--- src/rtl/regfile_wb_arbiter_if.sv ---
// Write-back bus between the two requesters (ALU, load) and the register-file write port.
interface regfile_wb_arbiter_if #(
    parameter int unsigned N  = 32,
    parameter int unsigned AW = 5
);
    logic          a_valid;
    logic [AW-1:0] a_rd;
    logic [N-1:0]  a_data;
    logic          a_ready;

    logic          b_valid;
    logic [AW-1:0] b_rd;
    logic [N-1:0]  b_data;
    logic          b_ready;

    logic          rf_we;
    logic [AW-1:0] rf_rd;
    logic [N-1:0]  rf_wdata;

    // Arbiter side
    modport slave (
        input  a_valid, a_rd, a_data,
        input  b_valid, b_rd, b_data,
        output a_ready, b_ready,
        output rf_we, rf_rd, rf_wdata
    );

    // Requester / register-file side
    modport master (
        output a_valid, a_rd, a_data,
        output b_valid, b_rd, b_data,
        input  a_ready, b_ready,
        input  rf_we, rf_rd, rf_wdata
    );
endinterface

--- src/rtl/regfile_wb_arbiter.sv ---
// Round-robin arbiter sharing the register-file write port between ALU (A) and load (B)
// write-back; registers the winning write, suppresses x0 writes, counts contention.
module regfile_wb_arbiter #(
    parameter int unsigned N  = 32,
    parameter int unsigned AW = 5,
    parameter int unsigned CW = 8
) (
    input  logic                   clk,
    input  logic                   rst,
    input  logic                   hold,
    regfile_wb_arbiter_if.slave    bus,
    output logic                   prio_b,
    output logic [CW-1:0]          conflict_cnt
);
    localparam logic [CW-1:0] CNT_MAX = '1;

    typedef enum logic {PRIO_A = 1'b0, PRIO_B = 1'b1} prio_t;

    prio_t         state;
    prio_t         state_next;
    logic          a_xfer;
    logic          b_xfer;
    logic          win_we;
    logic [AW-1:0] win_rd;
    logic [N-1:0]  win_data;

    // Readies depend only on hold, the other requester's valid and the priority flag
    assign bus.a_ready = !hold && (!bus.b_valid || (state == PRIO_A));
    assign bus.b_ready = !hold && (!bus.a_valid || (state == PRIO_B));

    assign a_xfer = bus.a_valid && bus.a_ready;
    assign b_xfer = bus.b_valid && bus.b_ready;
    assign prio_b = (state == PRIO_B);

    // Priority flag register
    always_ff @(posedge clk or posedge rst) begin
        if (rst) begin
            state <= PRIO_A;
        end else begin
            state <= state_next;
        end
    end

    // Next priority and winning payload selection
    always_comb begin
        state_next = state;
        win_we     = 1'b0;
        win_rd     = bus.a_rd;
        win_data   = bus.a_data;
        if (a_xfer) begin
            state_next = PRIO_B;
            win_we     = (bus.a_rd != '0);
        end else if (b_xfer) begin
            state_next = PRIO_A;
            win_we     = (bus.b_rd != '0);
            win_rd     = bus.b_rd;
            win_data   = bus.b_data;
        end
    end

    // Register-file write port; address/data hold their last value when idle
    always_ff @(posedge clk or posedge rst) begin
        if (rst) begin
            bus.rf_we    <= 1'b0;
            bus.rf_rd    <= '0;
            bus.rf_wdata <= '0;
        end else begin
            bus.rf_we <= win_we;
            if (a_xfer || b_xfer) begin
                bus.rf_rd    <= win_rd;
                bus.rf_wdata <= win_data;
            end
        end
    end

    // Saturating count of cycles where both requesters compete
    always_ff @(posedge clk or posedge rst) begin
        if (rst) begin
            conflict_cnt <= '0;
        end else if (bus.a_valid && bus.b_valid && !hold && (conflict_cnt != CNT_MAX)) begin
            conflict_cnt <= conflict_cnt + CW'(1);
        end
    end
endmodule

--- src/flat_wrapper.sv ---
// flat-port wrapper written by rule: the top's interface ports become plain ports
module regfile_wb_arbiter_flat 
#(
    parameter int unsigned N  = 32,
    parameter int unsigned AW = 5,
    parameter int unsigned CW = 8
)
  (clk, rst, hold, prio_b, conflict_cnt, bus_a_valid, bus_a_rd, bus_a_data, bus_b_valid, bus_b_rd, bus_b_data, bus_a_ready, bus_b_ready, bus_rf_we, bus_rf_rd, bus_rf_wdata);
  regfile_wb_arbiter_if #(.N(N), .AW(AW)) bus_i ();
  input  logic clk;
  input  logic rst;
  input  logic hold;
  output logic prio_b;
  output logic [CW-1:0] conflict_cnt;
  input wire logic [$bits(bus_i.a_valid)-1:0] bus_a_valid;
  input wire logic [$bits(bus_i.a_rd)-1:0] bus_a_rd;
  input wire logic [$bits(bus_i.a_data)-1:0] bus_a_data;
  input wire logic [$bits(bus_i.b_valid)-1:0] bus_b_valid;
  input wire logic [$bits(bus_i.b_rd)-1:0] bus_b_rd;
  input wire logic [$bits(bus_i.b_data)-1:0] bus_b_data;
  output wire logic [$bits(bus_i.a_ready)-1:0] bus_a_ready;
  output wire logic [$bits(bus_i.b_ready)-1:0] bus_b_ready;
  output wire logic [$bits(bus_i.rf_we)-1:0] bus_rf_we;
  output wire logic [$bits(bus_i.rf_rd)-1:0] bus_rf_rd;
  output wire logic [$bits(bus_i.rf_wdata)-1:0] bus_rf_wdata;
  assign bus_i.a_valid = bus_a_valid;
  assign bus_i.a_rd = bus_a_rd;
  assign bus_i.a_data = bus_a_data;
  assign bus_i.b_valid = bus_b_valid;
  assign bus_i.b_rd = bus_b_rd;
  assign bus_i.b_data = bus_b_data;
  assign bus_a_ready = bus_i.a_ready;
  assign bus_b_ready = bus_i.b_ready;
  assign bus_rf_we = bus_i.rf_we;
  assign bus_rf_rd = bus_i.rf_rd;
  assign bus_rf_wdata = bus_i.rf_wdata;
  regfile_wb_arbiter #(.N(N), .AW(AW), .CW(CW)) u_core (.clk(clk), .rst(rst), .hold(hold), .bus(bus_i), .prio_b(prio_b), .conflict_cnt(conflict_cnt));
endmodule
--- config.mk ---
export PLATFORM = sky130hd
export DESIGN_NAME = regfile_wb_arbiter_flat
export DESIGN_NICKNAME = d
export VERILOG_FILES = /design/src/rtl/regfile_wb_arbiter_if.sv /design/src/rtl/regfile_wb_arbiter.sv /design/src/flat_wrapper.sv
export SDC_FILE = /design/constraint.sdc
export NUM_CORES = 1
export LEC_CHECK = 0
export CAP_MARGIN = 0
export CORE_MARGIN = 4
export CORE_UTILIZATION = 35
export DETAILED_ROUTE_END_ITERATION = 8
export PLACE_DENSITY_LB_ADDON = 0.12
export SLEW_MARGIN = 10
export SYNTH_ARGS = -nofsm -noshare
export SYNTH_HDL_FRONTEND = slang
export SYNTH_SLANG_ARGS = --single-unit
--- constraint.sdc ---
create_clock -name clk -period 1.3 [get_ports clk]
set_clock_uncertainty 0.05 [all_clocks]
set_input_delay 0.195 -clock clk [delete_from_list [all_inputs] [get_ports clk]]
set_output_delay 0.195 -clock clk [all_outputs]
set_load 0.05 [all_outputs]
# [Yosys cells after proc, flatten, opt, wreduce, memory -nomap -nowiden]
# Index checks and enable logic that the tools add are counted.
[word_totals] reg_bits=47 inputBits=79 output_inout_bits=49 elab_cells=32
[op_classes] n_addsub=1 n_eq_ne=1 muxes=8 bitwise_logic=1 n_reduce_logical=16
[op_table] op="$mux W32" n=2
[op_table] op="$mux W5" n=2
[op_table] op="$reduce_bool A5 Y1" n=2
[op_table] op="$add A8 B1 Y8 const B" n=1
[op_table] op="$ne A8 B8 Y1 const B" n=1
[op_table] op="$logic_and A1 B1 Y1" n=7
[op_table] op="$mux W1" n=4
[op_table] op="$logic_not A1 Y1" n=3
[op_table] op="$logic_or A1 B1 Y1" n=3
[op_table] op="$reduce_bool A2 Y1" n=1
[op_table] op="$not A1 Y1" n=1

# [Logic depth before layout (Yosys ltp)]
# Gate-level depths: netlist of run 1.
[depth] word_depth=6 depth_mapped=6 depth_no_buf=5

# [Least setup slack after synthesis of run 1]
# OpenSTA, ideal clock, no wires.
[synth_timing] path_type="reg-to-reg" start="reg u_core.conflict_cnt[0]" end="reg u_core.conflict_cnt[1]" setup_time_ns=0.128 arrival_ns=1.545 required_time_ns=1.122 path_slack_ns=-0.422 stages_incl_launch_ff=6 n_path_buf=0 synth_period_minus_slack_ns=1.722 path_cell_list="dfrtp_1 ha_1 and3_1 nand2_1 nand2_1 mux2_1"
[synth_between] elab_chain_len=2 elab_cells_between_ends=3 classes_between="add/sub: 1; eq/ne: 1; reduce/logical: 1"
[synth_rtl] item="start, declared" line="regfile_wb_arbiter.sv:13" text="output logic [CW-1:0] conflict_cnt"
[synth_rtl] item="start signal, assigned" line="regfile_wb_arbiter.sv:81" text="conflict_cnt <= conflict_cnt + CW'(1);"
[synth_rtl] item="branches (longest 2 deep; another with $add A8 B1 Y8)"
# Several ways; the timed one is not identified.
# A chain may end at the register's enable or synchronous reset.

# [Worst setup path after layout of run 1]
[layout_timing] start="reg u_core.state, in the netlist u_core.prio_b" end="reg u_core.bus.rf_rd[3]"
[layout_between] elab_chain_len=5 elab_cells_between_ends=10 classes_between="mux: 2; bitwise: 1; reduce/logical: 7"
[layout_rtl] item="start, declared" line="regfile_wb_arbiter.sv:19" text="prio_t state;"
[layout_rtl] item="start signal, assigned" line="regfile_wb_arbiter.sv:40" text="state <= state_next;"
[layout_rtl] item="$logic_or A1 B1 Y1 or $not A1 Y1 (tied branches)" line="regfile_wb_arbiter.sv:29, regfile_wb_arbiter.sv:28"
[layout_rtl] item="$logic_and A1 B1 Y1 or $logic_or A1 B1 Y1 (tied branches)" line="regfile_wb_arbiter.sv:29, regfile_wb_arbiter.sv:28"
[layout_rtl] item="$logic_and A1 B1 Y1 (on tied branches)" line="regfile_wb_arbiter.sv:32, regfile_wb_arbiter.sv:28"
[layout_rtl] item="$mux W5 or $logic_and A1 B1 Y1 (tied branches)" line="regfile_wb_arbiter.sv:53, regfile_wb_arbiter.sv:31"
[layout_rtl] item="$mux W5 or $logic_or A1 B1 Y1 (tied branches)" line="regfile_wb_arbiter.sv:50, regfile_wb_arbiter.sv:69"
[layout_rtl] item="end signal, assigned" line="regfile_wb_arbiter.sv:70" text="bus.rf_rd <= win_rd;"
[layout_rtl] item="end, declared" line="regfile_wb_arbiter_if.sv:25" text="output rf_we, rf_rd, rf_wdata"
# Parallel ways exist; a longest one is shown, timed or not.

==> results of run 1 <==
==> flip-flops by register name, indices dropped and copies added, names as in the netlist <==
signal	cells
u_core.bus.rf_wdata	32
u_core.conflict_cnt	8
u_core.bus.rf_rd	5
u_core.bus.rf_we	1
u_core.prio_b	1
==> metrics by stage <==
step | TNS, ns | cell area (um2) | std cells | power (mW)
after floorplan | -4.58 | 2330 | 215 | 3.74
after global placement | -17.92 | 4290 | 428 | 5.77
after detailed placement | -19.72 | 4290 | 428 | 5.82
after CTS | -3.46 | 4430 | 438 | 6.83
after global routing | -8.13 | 4590 | 447 | 7.18
final | -4.88 | 4590 | 447 | 6.88
==> cell usage after synthesis, types with 3 or more instances <==
| library cell | instances |
|---|---|
| and3_1 | 3 |
| buf_2 | 4 |
| a21oi_1 | 39 |
| o21ai_1 | 3 |
| mux2i_1 | 38 |
| nor2_1 | 42 |
| dfrtp_1 | 47 |
| nand2_1 | 4 |
| clkbuf_1 | 3 |
==> layer usage <==
| layer | part of all wire | GRT usage | wire length (um) | vias to the layer above |
|---|---|---|---|---|
| met1 | 0.38 | 0.196 | 2560 | 988 |
| met3 | 0.11 | 0.0708 | 722 | 4 |
| li1 | - | - | - | 1060 |
| met5 | 0 | 0 | 0 | - |
| met2 | 0.50 | 0.268 | 3330 | 83 |
| met4 | 0.0077 | 0.0412 | 51 | 0 |
==> cell type report <==
class                      count  share of cell area
timing repair buffer         159               0.465
inverter                       2             0.00245
sequential                    47               0.258
multi-input combinational    154               0.231
clock buffer                   8              0.0218
tap                           77              0.0210
==> critical path: cells and delay by family, from the launching register on <==
family / cells / cell delay (ns)
flip-flops: 1 / 0.44
buffers and inverters: 3 / 0.39
AND/OR/NAND/NOR: 2 / 0.20
multiplexers: 1 / 0.19
AO/OA/AOI/OAI: 1 / 0.09
==> power breakdown <==
part	internal, mW	switching (mW)	total (mW)
registers	1.79	0.327	2.11
logic	1.96	1.84	3.80
clock network	0.486	0.483	0.969
total	4.23	2.65	6.88
==> kinds of logic after synthesis <==
kind of cell | count (synthesis) | share of synthesized area
and+or+nand+nor | 64 | 0.136
xor gates and xnor gates | 3 | 0.0116
AOI/OAI and AO/OA | 47 | 0.107
adders and majority gates | 1 | 0.00553
DFF | 47 | 0.520
buffers and inverters | 14 | 0.0465
muxes | 39 | 0.173
==> layout by cell type, fill, tap and decap left out, types with 2 or more instances in the layout <==
cell type	count
clkdlybuf4s50_1	75
buf_12	53
nor2_1	41
a21oi_1	38
dfrtp_1	38
mux2i_1	36
buf_4	15
buf_6	10
dfrtp_2	9
clkbuf_8	7
o21ai_1	4
clkbuf_16	3
dlygate4sd2_1	3
nor2_4	2
nand2_4	2
xnor2_1	2
nand2_1	2
and3_1	2
nand4_1	2
mux2i_2	2
or4_1	2
==> worst paths after layout <==
kind / to / from / cells after the start
setup / recovery: u_core.bus.rf_rd[3] / u_core.prio_b / 7
hold / removal: u_core.bus.rf_wdata[31] / rst / 3
setup reg to reg: u_core.bus.rf_rd[3] / u_core.prio_b / 7
hold reg to reg: u_core.conflict_cnt[6] / u_core.conflict_cnt[6] / 1
max in group asynchronous: u_core.conflict_cnt[7] / rst / 3
min in group clk: u_core.prio_b / bus_a_valid / 3
==> timing repair <==
action / in CTS / in global routing
buffers inserted: 2 / 4
hold buffers: 0 / 0
resized for setup: 10 / 9
hold endpoints to repair: 0 / 0
pin swaps: 3 / 9
gates cloned: 0 / 5
endpoints found under the setup margin: 45 / 47
==> results.ini, run 1 <==
[setup_path]
cp.required_ns = 1.43
cp.arrival_ns = 1.61
max_stage_delay_ns = 0.44
crit_slowest_cell = dfrtp_2
cp_max_fo = 10
path_class = flip-flop to flip-flop
worst-r2r-setup-slack_ns = -0.18
critPathLaunchType = flip-flop
path_cells = nor2b_4 -> buf_6 -> nor2_4 -> buf_4 -> buf_12 -> mux2i_2 -> a21oi_1
end_kind = flip-flop

[synth]
synth_top_cell_area_share = 0.520
synth.area.top_cells = dfrtp_1, mux2i_1, a21oi_1, nor2_1, buf_12
yosys.area.top_type = dfrtp_1
netlist_area_um2 = 2260
synth_cells = 215
synth_edf_count = 0
syn_area_per_cell_um2 = 10.5
seq_area_frac_synth = 0.520
yosysWarnings = 0
async_flop_share = 1.00
yosysUniqueCellTypes = 33
ys_seq_elements = 47
synth_flop_cell = dfrtp_1
syn_nets = 295

[floorplanning]
start_util = 0.358
die_y_um = 88.4
rows = 29
io-pin-count = 128
die_w_um = 88.4
die_area_um2 = 7810
core_area_um2 = 6310

[grt]
first_global_vias = 2122
grt_max_degree = 55
antenna_found_initial = 0
grt_first_pass_wirelength_mm = 9.96
grt_use_total = 0.162
grt.overflow.total = 0

[clock_tree]
h-tree-depth = 2
clk_latency_ns = 0.29
numClockSinks = 47
root_buffer = clkbuf_8
cts_tree = done
path_clk_slew_ns = 0.09
cts_max_path_buffers = 2
numCtsBuffers = 5

[timing]
max_freq_mhz = 676
max_slew.worst_pin.slew_ns = 0.280
finalHoldViolCount = 0
setup_slack_ns = -0.180
layout_worst_path_cycle_share = 1.14
slew_viol_final = 0
relSlewSlack = 0.813
layout_min_cycle_time_ns = 1.48
rsz0062_at_grt = yes
whs_ns = 0.240
setup_viol = 44

[place]
io_buffers = 127
dp_hpwl_mm = 4.79
gp_congestion = 0.757
post-place-ws_ns = -0.480

[detailed_routing]
drt_iter0_markers = 49
vias = 2135
drt_pass1_iterations = 4
drtAntennaViolNets = 0
wl_per_cell_um = 14.9
drcViolationCount = 0
via_per_inst = 4.78
drt_wl_total_mm = 6.67

[worst_hold_path]
hold_class = input port to asynchronous set/reset pin

[finish]
fin_nets = 449
multi_input_area_um2 = 1060
final-seq-area_um2 = 1190
drive_gt1_frac = 0.308
syn_to_final_growth_pct = 103
nFillCells = 459
diodes = 0
fin_util = 0.728

[power]
ir_worst_vdd_uv = 1160
p_per_area_nw_per_um2 = 1500
p_leak_nw = 1.97

[job]
maxCapViolCount = 0

[outcome]
violations = setup timing
status = finished, violations left

(Power assumes the default switching activity.)
==> run 2: changes to the inputs <==
--- a/config.mk
+++ b/config.mk
@@ -9,6 +9,7 @@
 export CORE_MARGIN = 4
 export CORE_UTILIZATION = 35
 export DETAILED_ROUTE_END_ITERATION = 8
+export HOLD_SLACK_MARGIN = 0.12
 export PLACE_DENSITY_LB_ADDON = 0.12
 export SLEW_MARGIN = 10
 export SYNTH_ARGS = -nofsm -noshare
==> results of run 2 <==
Same layout as run 1: the final DEF is identical, and so are final timing and power.
